`src/rtl/mux_share_arbiter.sv`:
```
// ---------------------------------------------------------------------------
// mux_share_arbiter
//
// Purpose:
//   Shares a single WIDTH-bit 2:1 mux between two requesters using a
//   round-robin arbiter. The arbiter picks an owner, drives the mux select and
//   registers the selected data together with a valid flag. A hold counter
//   caps how long one requester may keep the mux while the other is waiting,
//   so neither side can starve the other.
//
// Parameters:
//   WIDTH     data width of In_0, In_1 and Out
//   MAX_HOLD  max consecutive owned cycles while the other side waits (>= 1)
//
// Ports:
//   CLK        in   1      rising-edge clock
//   RESET      in   1      asynchronous, active-high reset
//   Req_0      in   1      requester 0 wants the mux
//   Req_1      in   1      requester 1 wants the mux
//   In_0       in   WIDTH  requester 0 data (mux input 0)
//   In_1       in   WIDTH  requester 1 data (mux input 1)
//   Grant_0    out  1      requester 0 owns the mux this cycle
//   Grant_1    out  1      requester 1 owns the mux this cycle
//   Select     out  1      mux select, 1 = In_1
//   Out        out  WIDTH  registered mux output
//   Out_Valid  out  1      Out holds data sampled during a grant
// ---------------------------------------------------------------------------
module mux_share_arbiter #(
    parameter int WIDTH    = 4,
    parameter int MAX_HOLD = 4
) (
    input  logic             CLK,
    input  logic             RESET,
    input  logic             Req_0,
    input  logic             Req_1,
    input  logic [WIDTH-1:0] In_0,
    input  logic [WIDTH-1:0] In_1,
    output logic             Grant_0,
    output logic             Grant_1,
    output logic             Select,
    output logic [WIDTH-1:0] Out,
    output logic             Out_Valid
);

    localparam int CW = $clog2(MAX_HOLD) + 1;
    localparam logic [CW-1:0] HOLD_LAST = CW'(MAX_HOLD - 1);

    typedef enum logic [1:0] {
        IDLE = 2'd0,
        OWN0 = 2'd1,
        OWN1 = 2'd2
    } state_t;

    state_t           state_q, state_d;
    logic [CW-1:0]    hold_cnt_q, hold_cnt_d;
    logic             rr_ptr_q, rr_ptr_d;
    logic [WIDTH-1:0] out_q;
    logic             out_valid_q;

    // Arbitration state, hold counter and round-robin pointer. Everything
    // the outputs depend on lives in these registers, so there is no
    // combinational path from a request to a grant.
    always_ff @(posedge CLK or posedge RESET) begin
        if (RESET) begin
            state_q    <= IDLE;
            hold_cnt_q <= '0;
            rr_ptr_q   <= 1'b0;
        end else begin
            state_q    <= state_d;
            hold_cnt_q <= hold_cnt_d;
            rr_ptr_q   <= rr_ptr_d;
        end
    end

    // Next-state logic. An owner keeps the mux while it requests, except that
    // once it has held for MAX_HOLD cycles with the other side waiting it is
    // forced to hand over. Handover goes straight from one OWN state to the
    // other so the mux never idles while someone is asking for it.
    always_comb begin
        state_d    = state_q;
        hold_cnt_d = hold_cnt_q;
        rr_ptr_d   = rr_ptr_q;

        unique case (state_q)
            IDLE: begin
                if (Req_0 && Req_1) begin
                    state_d = rr_ptr_q ? OWN1 : OWN0;
                end else if (Req_0) begin
                    state_d = OWN0;
                end else if (Req_1) begin
                    state_d = OWN1;
                end
            end
            OWN0: begin
                if (!Req_0) begin
                    state_d = Req_1 ? OWN1 : IDLE;
                end else if (Req_1 && (hold_cnt_q == HOLD_LAST)) begin
                    state_d = OWN1;
                end
            end
            OWN1: begin
                if (!Req_1) begin
                    state_d = Req_0 ? OWN0 : IDLE;
                end else if (Req_0 && (hold_cnt_q == HOLD_LAST)) begin
                    state_d = OWN0;
                end
            end
            default: begin
                state_d = IDLE;
            end
        endcase

        // Entering an OWN state restarts the hold count and points the
        // round-robin preference at the other requester. Staying in an OWN
        // state counts up and parks at the limit, so a long solo owner hands
        // over on the very next edge once the other side starts requesting.
        if ((state_d != IDLE) && (state_d != state_q)) begin
            hold_cnt_d = '0;
            rr_ptr_d   = (state_d == OWN0);
        end else if ((state_d != IDLE) && (hold_cnt_q != HOLD_LAST)) begin
            hold_cnt_d = hold_cnt_q + CW'(1);
        end
    end

    // Registered datapath: capture the owner's data during a grant and hold
    // it otherwise. Valid trails the state by one edge, so it drops one cycle
    // after the arbiter returns to IDLE.
    always_ff @(posedge CLK or posedge RESET) begin
        if (RESET) begin
            out_q       <= '0;
            out_valid_q <= 1'b0;
        end else begin
            if (state_q != IDLE) begin
                out_q <= (state_q == OWN1) ? In_1 : In_0;
            end
            out_valid_q <= (state_q != IDLE);
        end
    end

    assign Grant_0   = (state_q == OWN0);
    assign Grant_1   = (state_q == OWN1);
    assign Select    = (state_q == OWN1);
    assign Out       = out_q;
    assign Out_Valid = out_valid_q;

endmodule

```
`config.mk`:
```
export PLATFORM = sky130hd
export DESIGN_NAME = mux_share_arbiter
export DESIGN_NICKNAME = d
export VERILOG_FILES = /design/src/rtl/mux_share_arbiter.sv
export SDC_FILE = /design/constraint.sdc
export NUM_CORES = 1
export LEC_CHECK = 0
export CORE_MARGIN = 3
export CORE_UTILIZATION = 35
export DETAILED_ROUTE_END_ITERATION = 12
export GPL_ROUTABILITY_DRIVEN = 0
export GPL_TIMING_DRIVEN = 0
export PLACE_DENSITY = 0.61
export SYNTH_ARGS = -nofsm -noshare
export SYNTH_HDL_FRONTEND = slang
export SYNTH_SLANG_ARGS = --single-unit
```
`constraint.sdc`:
```
create_clock -name CLK -period 1.65 [get_ports CLK]
set_input_delay 0.2475 -clock CLK [delete_from_list [all_inputs] [get_ports CLK]]
set_output_delay 0.2475 -clock CLK [all_outputs]
set_load 0.01 [all_outputs]
```
==> results of run 1 <==
==> registers in the layout, summed over array words and instances, names as in the netlist <==
| signal | flops |
|---|---|
| Out | 4 |
| state_q | 2 |
| rr_ptr_q | 1 |
| Out_Valid | 1 |
| hold_cnt_q | 3 |
==> through the flow <==
stage	area [µm²]	TNS (ns)	setup slack, ns	hold WS (ns)
2_1_floorplan	634.4	0	0.1976	0.09994
3_3_place_gp	854.6	-0.1206	-0.1038	0.5543
3_5_place_dp	854.6	-0.08230	-0.08230	0.5652
4_1_cts	904.6	0	0.02053	0.2752
5_1_grt	934.6	0	0.01355	0.3118
6_report	934.6	0	0.08000	0.2681
==> worst paths after layout <==
check	endpoint	cells past startpoint	from
min in group CLK	Out[3]$_DFFE_PP0N_	3	In_0[3]
max	hold_cnt_q[0]$_DFFE_PP0P_	5	hold_cnt_q[0]$_DFFE_PP0P_
min reg2reg	hold_cnt_q[1]$_DFFE_PP0P_	2	hold_cnt_q[1]$_DFFE_PP0P_
max reg2reg	hold_cnt_q[0]$_DFFE_PP0P_	5	hold_cnt_q[0]$_DFFE_PP0P_
max in group asynchronous	state_q[1]$_DFF_PP0_	2	RESET
min	rr_ptr_q$_DFFE_PP0P_	2	RESET
==> area by class of cell <==
| type | count | area (µm²) | share of cell area, % |
|---|---|---|---|
| clock buffers | 4 | 26.28 | 2.811 |
| flip-flops and latches | 11 | 277.8 | 29.72 |
| multi-input cells | 47 | 322.8 | 34.54 |
| inverters | 6 | 22.52 | 2.410 |
| well taps | 24 | 30.03 | 3.213 |
| plain buffers | 2 | 15.01 | 1.606 |
| repair buffers | 26 | 240.2 | 25.70 |
==> power by group <==
group | leakage [nW] | internal [mW] | total, mW | switching (mW)
logic | 0.267 | 0.252 | 0.447 | 0.196
clock network | 0.0150 | 0.0937 | 0.182 | 0.0881
registers | 0.134 | 0.343 | 0.402 | 0.0586
total | 0.416 | 0.688 | 1.03 | 0.342
==> Yosys cell counts <==
master     instances  area share [%]
o21a_1             1             1.2
nor2_1             3             1.8
nand2_1            8             4.7
o21ai_0            6             4.7
a21oi_1            4             3.2
o221a_2            1             1.8
nor3_1             1            0.79
nand2b_1           4             3.9
o21ai_1            2             1.6
a2bb2oi_1          1             1.4
buf_4              2             2.4
a221oi_1           1             1.4
clkbuf_1           1            0.59
inv_1              6             3.6
and4bb_1           1             2.0
or2b_4             1             1.8
ha_1               2             3.9
o22ai_1            1            0.99
and4bb_2           1             2.0
mux2i_1            4             6.3
o211ai_1           2             2.4
dfrtp_1           11              43
a311oi_2           1             2.4
nor2b_1            2             2.0
==> per-layer routing <==
layer  vias to the layer above  track usage, %  share of wire [%]
li1                        292               -                  -
met1                       271           19.46                 45
met2                        26           21.10                 46
met3                         4           4.908                7.0
met4                         0           6.161                1.6
met5                         -               0                  0
==> worst max-delay path, cell delays in order, from the launching register on <==
cell,delay [ns]
dfrtp_1,0.43
ha_1,0.23
ha_2,0.22
or2b_4,0.28
a21oi_1,0.21
a311oi_2,0.07
==> kinds of logic (layout without fill, tap and decap cells) <==
logic type      after synthesis  in the layout  share of synthesized area [%]
fa+ha+maj                     2              2                          3.944
compound gates               20             20                          20.91
simple gates                 21             21                          18.93
buf+inv                       9             38                          6.507
mux                           4              4                          6.312
flops                        11             11                          43.39
==> timing repair <==
action,in CTS,in global routing
pin swaps,0,1
gates cloned,0,0
gates resized for setup,9,2
endpoints found under the setup margin,3,4
buffers inserted,2,5
==> run metrics, run 1 <==
slew of the pin with the lowest slew margin=0.4109 ns; Netlist cell types=24; Tot GR Track Use=14.47%; maximum vdd drop=0.5250 mV; clock root buffer=clkbuf_4; core region area=0.001612 mm²; synthesized instance count=67; die extent in x=48.57 µm; synthesized area=634.4 µm²; RSZ-0062 raised after global routing=no; I/O Pins=20; clk sinks=11; Worst Path Required=1.79 ns; most frequent cells in the layout=16 x clkdlybuf4s50_1, 9 x dfrtp_1, 8 x nand2_1, 8 x buf_4; Pleak=0.4157 nW; total power=1.031 mW; DR iter-0 viols=9; dpl hpwl=1061 µm; outcome=finished clean; fin. max-slew vios=0; grt total ovfl=0; Routed Antenna Nets=0; vias=593; Mapped Avg Cell Area=9.468 µm²; Final Hold Viols=0; Pre-Repair DR Iteration Count=4; Inserted Clock Buffers=3; layout cells sized above 1=20.83%; largest net degree at the start of global routing=12; maxcap violations=0; fillers=155; CP Max Fanout=7; placed instance count=110; Finished Core Util=58.00%; WS Path Type=reg2reg; final WL=1520 µm; Tmin final=1.570 ns; Final nets=111; die area=0.002359 mm²; sequential share of the synthesized area=43.39%; FF-to-FF setup slack=0.08 ns; Post-CTS Hold Fix Bufs=0; WL/cell=12.67 µm; Rel. slew slack=72.58%; yosys warns=0; # DRC=0; flops & latches, synth=11; Initial Util=39.36%; first-pass GRT wire length=2677 µm; # H-tree levels=1; port buffer count=19; Max Fclk=636.9 MHz; most common cell after layout, fill and taps aside=clkdlybuf4s50_1; data arrival time of the worst path=1.71 ns; Period Utilization, post-route=95.15%; Mapped Nets=81; Crit. End Element=flop; clk buf depth=2; Via density=4.942; # rows=14; synth-to-layout area growth=47.34%; vias in the first global route=597; Post-Layout Cell Count=120; CP Launch Type=flop; CTS tree=built; antenna cells=0; Clk pin slew, worst setup/hold paths=0.07 ns; initial antenna violation count=0; skew final=0.003178 ns; later-pin clock latency in the skew report=0.27 ns; setup violators final=0; pwr/cell area=1103 mW/mm²; Die Ht=48.57 µm; Hold Path Class=in2async
Note: power is estimated with default switching activity, not from simulation.
==> run 2, diff against run 1 <==
Settings changed: PLACE_DENSITY 0.61 to 0.64.
Clock period 1.65 ns to 1.3 ns, I/O delays scaled along.
==> run 2 against run 1 <==
  * Final area rose by 9.0%
  * Highest routed layer unchanged
  * Fmax increased by 8.4%
  * Die area unchanged
  * Cell count increased by 1.7%
  * The flow now finishes with violations (negative setup slack)
  * Non-clock buffer count rose by 2
  * Sequential power is 23% higher
  * Core utilization grew 5.2 points
  * Clock skew decreased by 0.0014 ns
==> run metrics, run 2 (same netlist as run 1, synthesis figures left out) <==
die extent in x=48.57 µm (unchanged); vias in the first global route=565 (was 597); Pleak=0.4533 nW (was 0.4157 nW); Clk pin slew, worst setup/hold paths=0.07 ns (about the same); combinational power share=48.4% (was 43.4%); # H-tree levels=1 (unchanged); fillers=146 (was 155); RSZ-0062 raised after global routing=yes (was no); post-route setup slack=-0.1490 ns (was 0.08000 ns); first-pass GRT wire length=2684 µm (was 2677 µm); CP Launch Type=flop (unchanged); antenna cells=0 (unchanged); Max Fclk=690.1 MHz (was 636.9 MHz); internal power=0.9330 mW (was 0.6883 mW); switching power as a share of total power=33.64% (was 33.21%); Pre-Repair DR Iteration Count=3 (was 4); Post-CTS Hold Fix Bufs=0 (unchanged); dpl cell area=869.6 µm² (was 854.6 µm²); total power=1.406 mW (was 1.031 mW); failing checks=negative setup slack; core region area=0.001612 mm² (unchanged); most frequent cells in the layout=11 x clkdlybuf4s50_1, 10 x dfrtp_1, 8 x nand2_1 (was 16 x clkdlybuf4s50_1, 9 x dfrtp_1, 8 x nand2_1, 8 x buf_4); # DRC=0 (unchanged); final WL=1569 µm (was 1520 µm); # rows=14 (unchanged); Routed Antenna Nets=0 (unchanged); largest net degree at the start of global routing=12 (unchanged); fin area=0.001018 mm² (was 934.6 µm²); maximum vdd drop=0.7803 mV (was 0.5250 mV); grt total ovfl=0 (unchanged); reg2reg start=hold_cnt_q[0]$_DFFE_PP0P_ (unchanged); Rel. slew slack=71.80% (was 72.58%); synth-to-layout area growth=60.55% (was 47.34%); sw power=0.4730 mW (was 0.3422 mW); Tmin final=1.449 ns (was 1.570 ns); Die Ht=48.57 µm (unchanged); WS Path Type=reg2reg (unchanged); WL/cell=12.86 µm (was 12.67 µm); later-pin clock latency in the skew report=0.26 ns (was 0.27 ns); layout cells sized above 1=30.61% (was 20.83%); slew of the pin with the lowest slew margin=0.4226 ns (was 0.4109 ns); Final nets=113 (was 111); Period Utilization, post-route=111.5% (was 95.15%); Initial Util=39.36% (unchanged); register share of total power=35.2% (was 39.0%); die area=0.002359 mm² (unchanged); vias=591 (was 593); most common cell after layout, fill and taps aside=clkdlybuf4s50_1 (unchanged); Tot GR Track Use=14.60% (was 14.47%); port buffer count=19 (unchanged); maxcap violations=0 (unchanged); Finished Core Util=63.20% (was 58.00%); max reg flops=4 (unchanged); skew final=0.001788 ns (was 0.003178 ns); Hold Path Class=in2async (unchanged); Setup crit start=hold_cnt_q[0]$_DFFE_PP0P_ (unchanged); data arrival time of the worst path=1.59 ns (was 1.71 ns); clock share of power=16.4% (was 17.6%); worst slack, placed=-0.4035 ns (was -0.08230 ns); initial antenna violation count=0 (unchanged); Via density=4.844 (was 4.942); final setup TNS=-0.6143 ns (was 0 ns); pwr/cell area=1381 mW/mm² (was 1103 mW/mm²); setup violators final=7 (was 0); Crit. End Element=flop (unchanged); Inserted Clock Buffers=3 (unchanged); dpl hpwl=1027 µm (was 1061 µm); clk sinks=11 (unchanged); clk buf depth=2 (unchanged); fin. max-slew vios=0 (unchanged); DR iter-0 viols=10 (was 9); I/O Pins=20 (unchanged); CP Max Fanout=7 (unchanged); CTS tree=built (unchanged); Worst Path Required=1.44 ns (was 1.79 ns); clock root buffer=clkbuf_4 (unchanged); Final Hold Viols=0 (unchanged); outcome=complete, but fails checks (was finished clean)
run 2: cell types whose count changed in the layout (fill, tap and decap cells not counted), moves of 2 or more:
cell,previous run,this run
dlygate4sd2_1,2,5
buf_6,0,7
clkdlybuf4s50_1,16,11
nor2b_4,0,2
buf_4,8,6
run 2: power groups by stage:
stage | registers, mW | logic, mW | clock network, mW
finish | 0.495 | 0.681 | 0.230
detailed placement | 0.516 | 0.522 | 0
global placement | 0.514 | 0.518 | 0
floorplan | 0.524 | 0.291 | 0
global route | 0.511 | 0.751 | 0.258
CTS | 0.489 | 0.603 | 0.238
run 2: per-stage QoR:
stage / hold slack, ns / cells
2_1_floorplan: 0.04744 / 67
3_3_place_gp: 0.5237 / 110
3_5_place_dp: 0.5189 / 110
4_1_cts: 0.2376 / 121
5_1_grt: 0.2574 / 122
6_report: 0.2237 / 122
run 2: metal layers:
layer,wire [µm],share of wire [%],GRT usage (%),vias to the layer above
li1,-,-,-,299
met1,799,51,20.91,278
met2,691,44,21.10,12
met3,69,4.4,5.215,2
met4,8,0.51,2.844,0
met5,0,0,0,-
run 2: final timing paths:
kind / endpoint / slack, ns / depth (start not counted)
setup / recovery: hold_cnt_q[2]$_DFFE_PP0P_ / -0.15 / 5
hold / removal: Out[2]$_DFFE_PP0N_ / 0.22 / 2
setup reg to reg: hold_cnt_q[2]$_DFFE_PP0P_ / -0.15 / 5
hold reg to reg: Out_Valid$_DFF_PP0_ / 0.56 / 2
max in group asynchronous: state_q[0]$_DFF_PP0_ / 0.76 / 2
min in group CLK: Out[2]$_DFFE_PP0N_ / 0.49 / 3
run 2: critical path, cell delays in order (launching register included):
cell and delay [ns]:
dfrtp_1 0.40, ha_2 0.20, ha_4 0.18, or2b_4 0.28, o211ai_1 0.17, o22ai_1 0.10
run 2: what timing repair did:
item	CTS	global route
gates cloned	0	0
buffers inserted	7	1
resized for setup	26	14
pin swaps	4	3
setup endpoints to repair	14	9
run 2: final cells by class:
type / count / area [µm²] / share of cell area [%]
Buffer: 3 / 37.54 / 3.685
Clock buffer: 4 / 26.28 / 2.580
Inverter: 6 / 25.02 / 2.457
Multi-Input combinational cell: 47 / 367.9 / 36.12
Sequential cell: 11 / 276.5 / 27.15
Tap cell: 24 / 30.03 / 2.948
Timing Repair Buffer: 27 / 255.2 / 25.06
==> run 3, diff against run 2 <==
Settings changed: CELL_PAD_IN_SITES_DETAIL_PLACEMENT from default to 1, CELL_PAD_IN_SITES_GLOBAL_PLACEMENT from default to 1, CORE_UTILIZATION 35 to 29, PLACE_DENSITY 0.64 to 0.7.
==> run 3 against run 2 <==
  * The run still ends with negative setup slack left
  * Sequential share of layout area decreased by 1.1 points
  * Cell count increased by 6.6%
  * Global-route usage decreased by 0.75 points
  * Register-to-register slack about the same
  * First-iteration DRC count decreased by 70%
  * Via count increased by 6.1%
  * Sequential power about the same
  * Highest routed layer unchanged
==> run metrics, run 3 (same netlist as run 1, synthesis figures left out) <==
outcome=complete, but fails checks (unchanged); failing checks=negative setup slack (unchanged); first-pass GRT wire length=2697 µm (was 2684 µm); Initial Util=31.37% (was 39.36%); largest net degree at the start of global routing=12 (unchanged); Routed Antenna Nets=0 (unchanged); Cell Chain, Critical Path=ha_2 -> ha_4 -> or2b_4 -> o211ai_1 -> o21ai_1 (was ha_2 -> ha_4 -> or2b_4 -> o211ai_1 -> o22ai_1); met2 usage=21.69% (was 21.10%); Inserted Clock Buffers=3 (unchanged); grt total ovfl=0 (unchanged); Clk pin slew, worst setup/hold paths=0.06 ns (was 0.07 ns); dpl hpwl=1219 µm (was 1027 µm); dpl cell area=873.3 µm² (was 869.6 µm²); CP top delay family=flip-flops (unchanged); final setup TNS=-0.6311 ns (was -0.6143 ns); Via density=4.823 (was 4.844); critical path buffer and inverter count=0 (unchanged); die area=0.002785 mm² (was 0.002359 mm²); Finished Core Util=52.78% (was 63.20%); Final nets=118 (was 113); clk sinks=11 (unchanged); synth-to-layout area growth=68.24% (was 60.55%); Final Hold Viols=0 (unchanged); vias in the first global route=567 (was 565); Crit-path slowest cell=dfrtp_1 (unchanged); Die Ht=52.77 µm (was 48.57 µm); post-route setup slack=-0.1588 ns (was -0.1490 ns); Tmin final=1.459 ns (was 1.449 ns); maxcap violations=0 (unchanged); die extent in x=52.77 µm (was 48.57 µm); most common cell after layout, fill and taps aside=buf_4 (was clkdlybuf4s50_1); Max Fclk=685.5 MHz (was 690.1 MHz); skew final=0.001512 ns (was 0.001788 ns); CP max stage delay=0.40 ns (about the same); core region area=0.002022 mm² (was 0.001612 mm²); Worst Path Required=1.44 ns (about the same); # rows=16 (was 14); fillers=234 (was 146); initial antenna violation count=0 (unchanged); I/O Pins=20 (unchanged); fin. max-slew vios=0 (unchanged); pwr/cell area=1381 mW/mm² (about the same); most frequent cells in the layout=12 x buf_4, 11 x clkdlybuf4s50_1, 9 x dfrtp_1 (was 11 x clkdlybuf4s50_1, 10 x dfrtp_1, 8 x nand2_1); total power=1.474 mW (was 1.406 mW); maximum vdd drop=0.8991 mV (was 0.7803 mV); setup violators final=7 (unchanged); CTS tree=built (unchanged); Pre-Repair DR Iteration Count=4 (was 3); slew of the pin with the lowest slew margin=0.4192 ns (was 0.4226 ns); Hold Path Class=in2async (unchanged); CP Launch Type=flop (unchanged); # H-tree levels=1 (unchanged); DR iter-0 viols=3 (was 10); final WL=1854 µm (was 1569 µm); clock root buffer=clkbuf_4 (unchanged); port buffer count=19 (unchanged); # DRC=0 (unchanged); met3 Track Usage GR=5.128% (was 5.215%); Period Utilization, post-route=112.2% (was 111.5%); minimum hold slack=0.2182 ns (was 0.2237 ns); vias=627 (was 591); layout cells sized above 1=34.95% (was 30.61%); clk buf depth=2 (unchanged); RSZ-0062 raised after global routing=yes (unchanged); Pleak=0.4798 nW (was 0.4533 nW); Tot GR Track Use=13.85% (was 14.60%); CP Max Fanout=7 (unchanged); max reg flops=4 (unchanged); GRT met1 Usage=17.16% (was 20.91%); later-pin clock latency in the skew report=0.26 ns (about the same); antenna cells=0 (unchanged); data arrival time of the worst path=1.60 ns (was 1.59 ns); Crit. End Element=flop (unchanged); Rel. slew slack=72.03% (was 71.80%); WS Path Type=reg2reg (unchanged); fin area=0.001067 mm² (was 0.001018 mm²); GR peak layer=met2 (unchanged); WL/cell=14.26 µm (was 12.86 µm)
## run 3: cell count changes in the layout (fill, tap and decap cells not counted), sizes merged
cell / delta
buf: +5
## run 3: final timing paths
path | start | end | slack (ns) | cells after the start
setup / recovery | hold_cnt_q[0]$_DFFE_PP0P_ | hold_cnt_q[1]$_DFFE_PP0P_ | -0.16 | 5
hold / removal | RESET | Out[2]$_DFFE_PP0N_ | 0.22 | 2
setup reg to reg | hold_cnt_q[0]$_DFFE_PP0P_ | hold_cnt_q[1]$_DFFE_PP0P_ | -0.16 | 5
hold reg to reg | Out[0]$_DFFE_PP0N_ | Out[0]$_DFFE_PP0N_ | 0.56 | 2
max in group asynchronous | RESET | state_q[0]$_DFF_PP0_ | 0.76 | 2
min in group CLK | In_0[1] | Out[1]$_DFFE_PP0N_ | 0.50 | 3
## run 3: final cells by class
type                    count  area [µm²]  area share (%)
multi-input cells          47       365.4           34.23
well taps                  27       33.78           3.165
plain buffers               3       41.29           3.869
inverters                   6       25.02           2.345
clock buffers               4       26.28           2.462
repair buffers             32       297.8           27.90
flip-flops and latches     11       277.8           26.03
## run 3: metal layers
layer | wire [µm] | vias to the layer above
li1 | - | 308
met1 | 804 | 308
met2 | 977 | 9
met3 | 54 | 2
met4 | 18 | 0
met5 | 0 | -
## run 3: power by group
part	switching [mW]	internal, mW	total [mW]
sequential	0.0621	0.436	0.498
clock	0.104	0.119	0.223
combinational	0.322	0.431	0.753
## run 3: per-stage QoR
stage,std cells,setup WS (ns)
global route,130,-0.2286
global placement,113,-0.4036
detailed placement,113,-0.3935
floorplan,67,-0.07252
CTS,125,-0.1336
finish,130,-0.1588
## run 3: timing repair
| action | 4_1_cts | 5_1_grt |
|---|---|---|
| resized for setup | 28 | 11 |
| pin swaps | 3 | 1 |
| hold buffers | 0 | 0 |
| endpoints found under the setup margin | 14 | 9 |
| setup buffers | 8 | 5 |
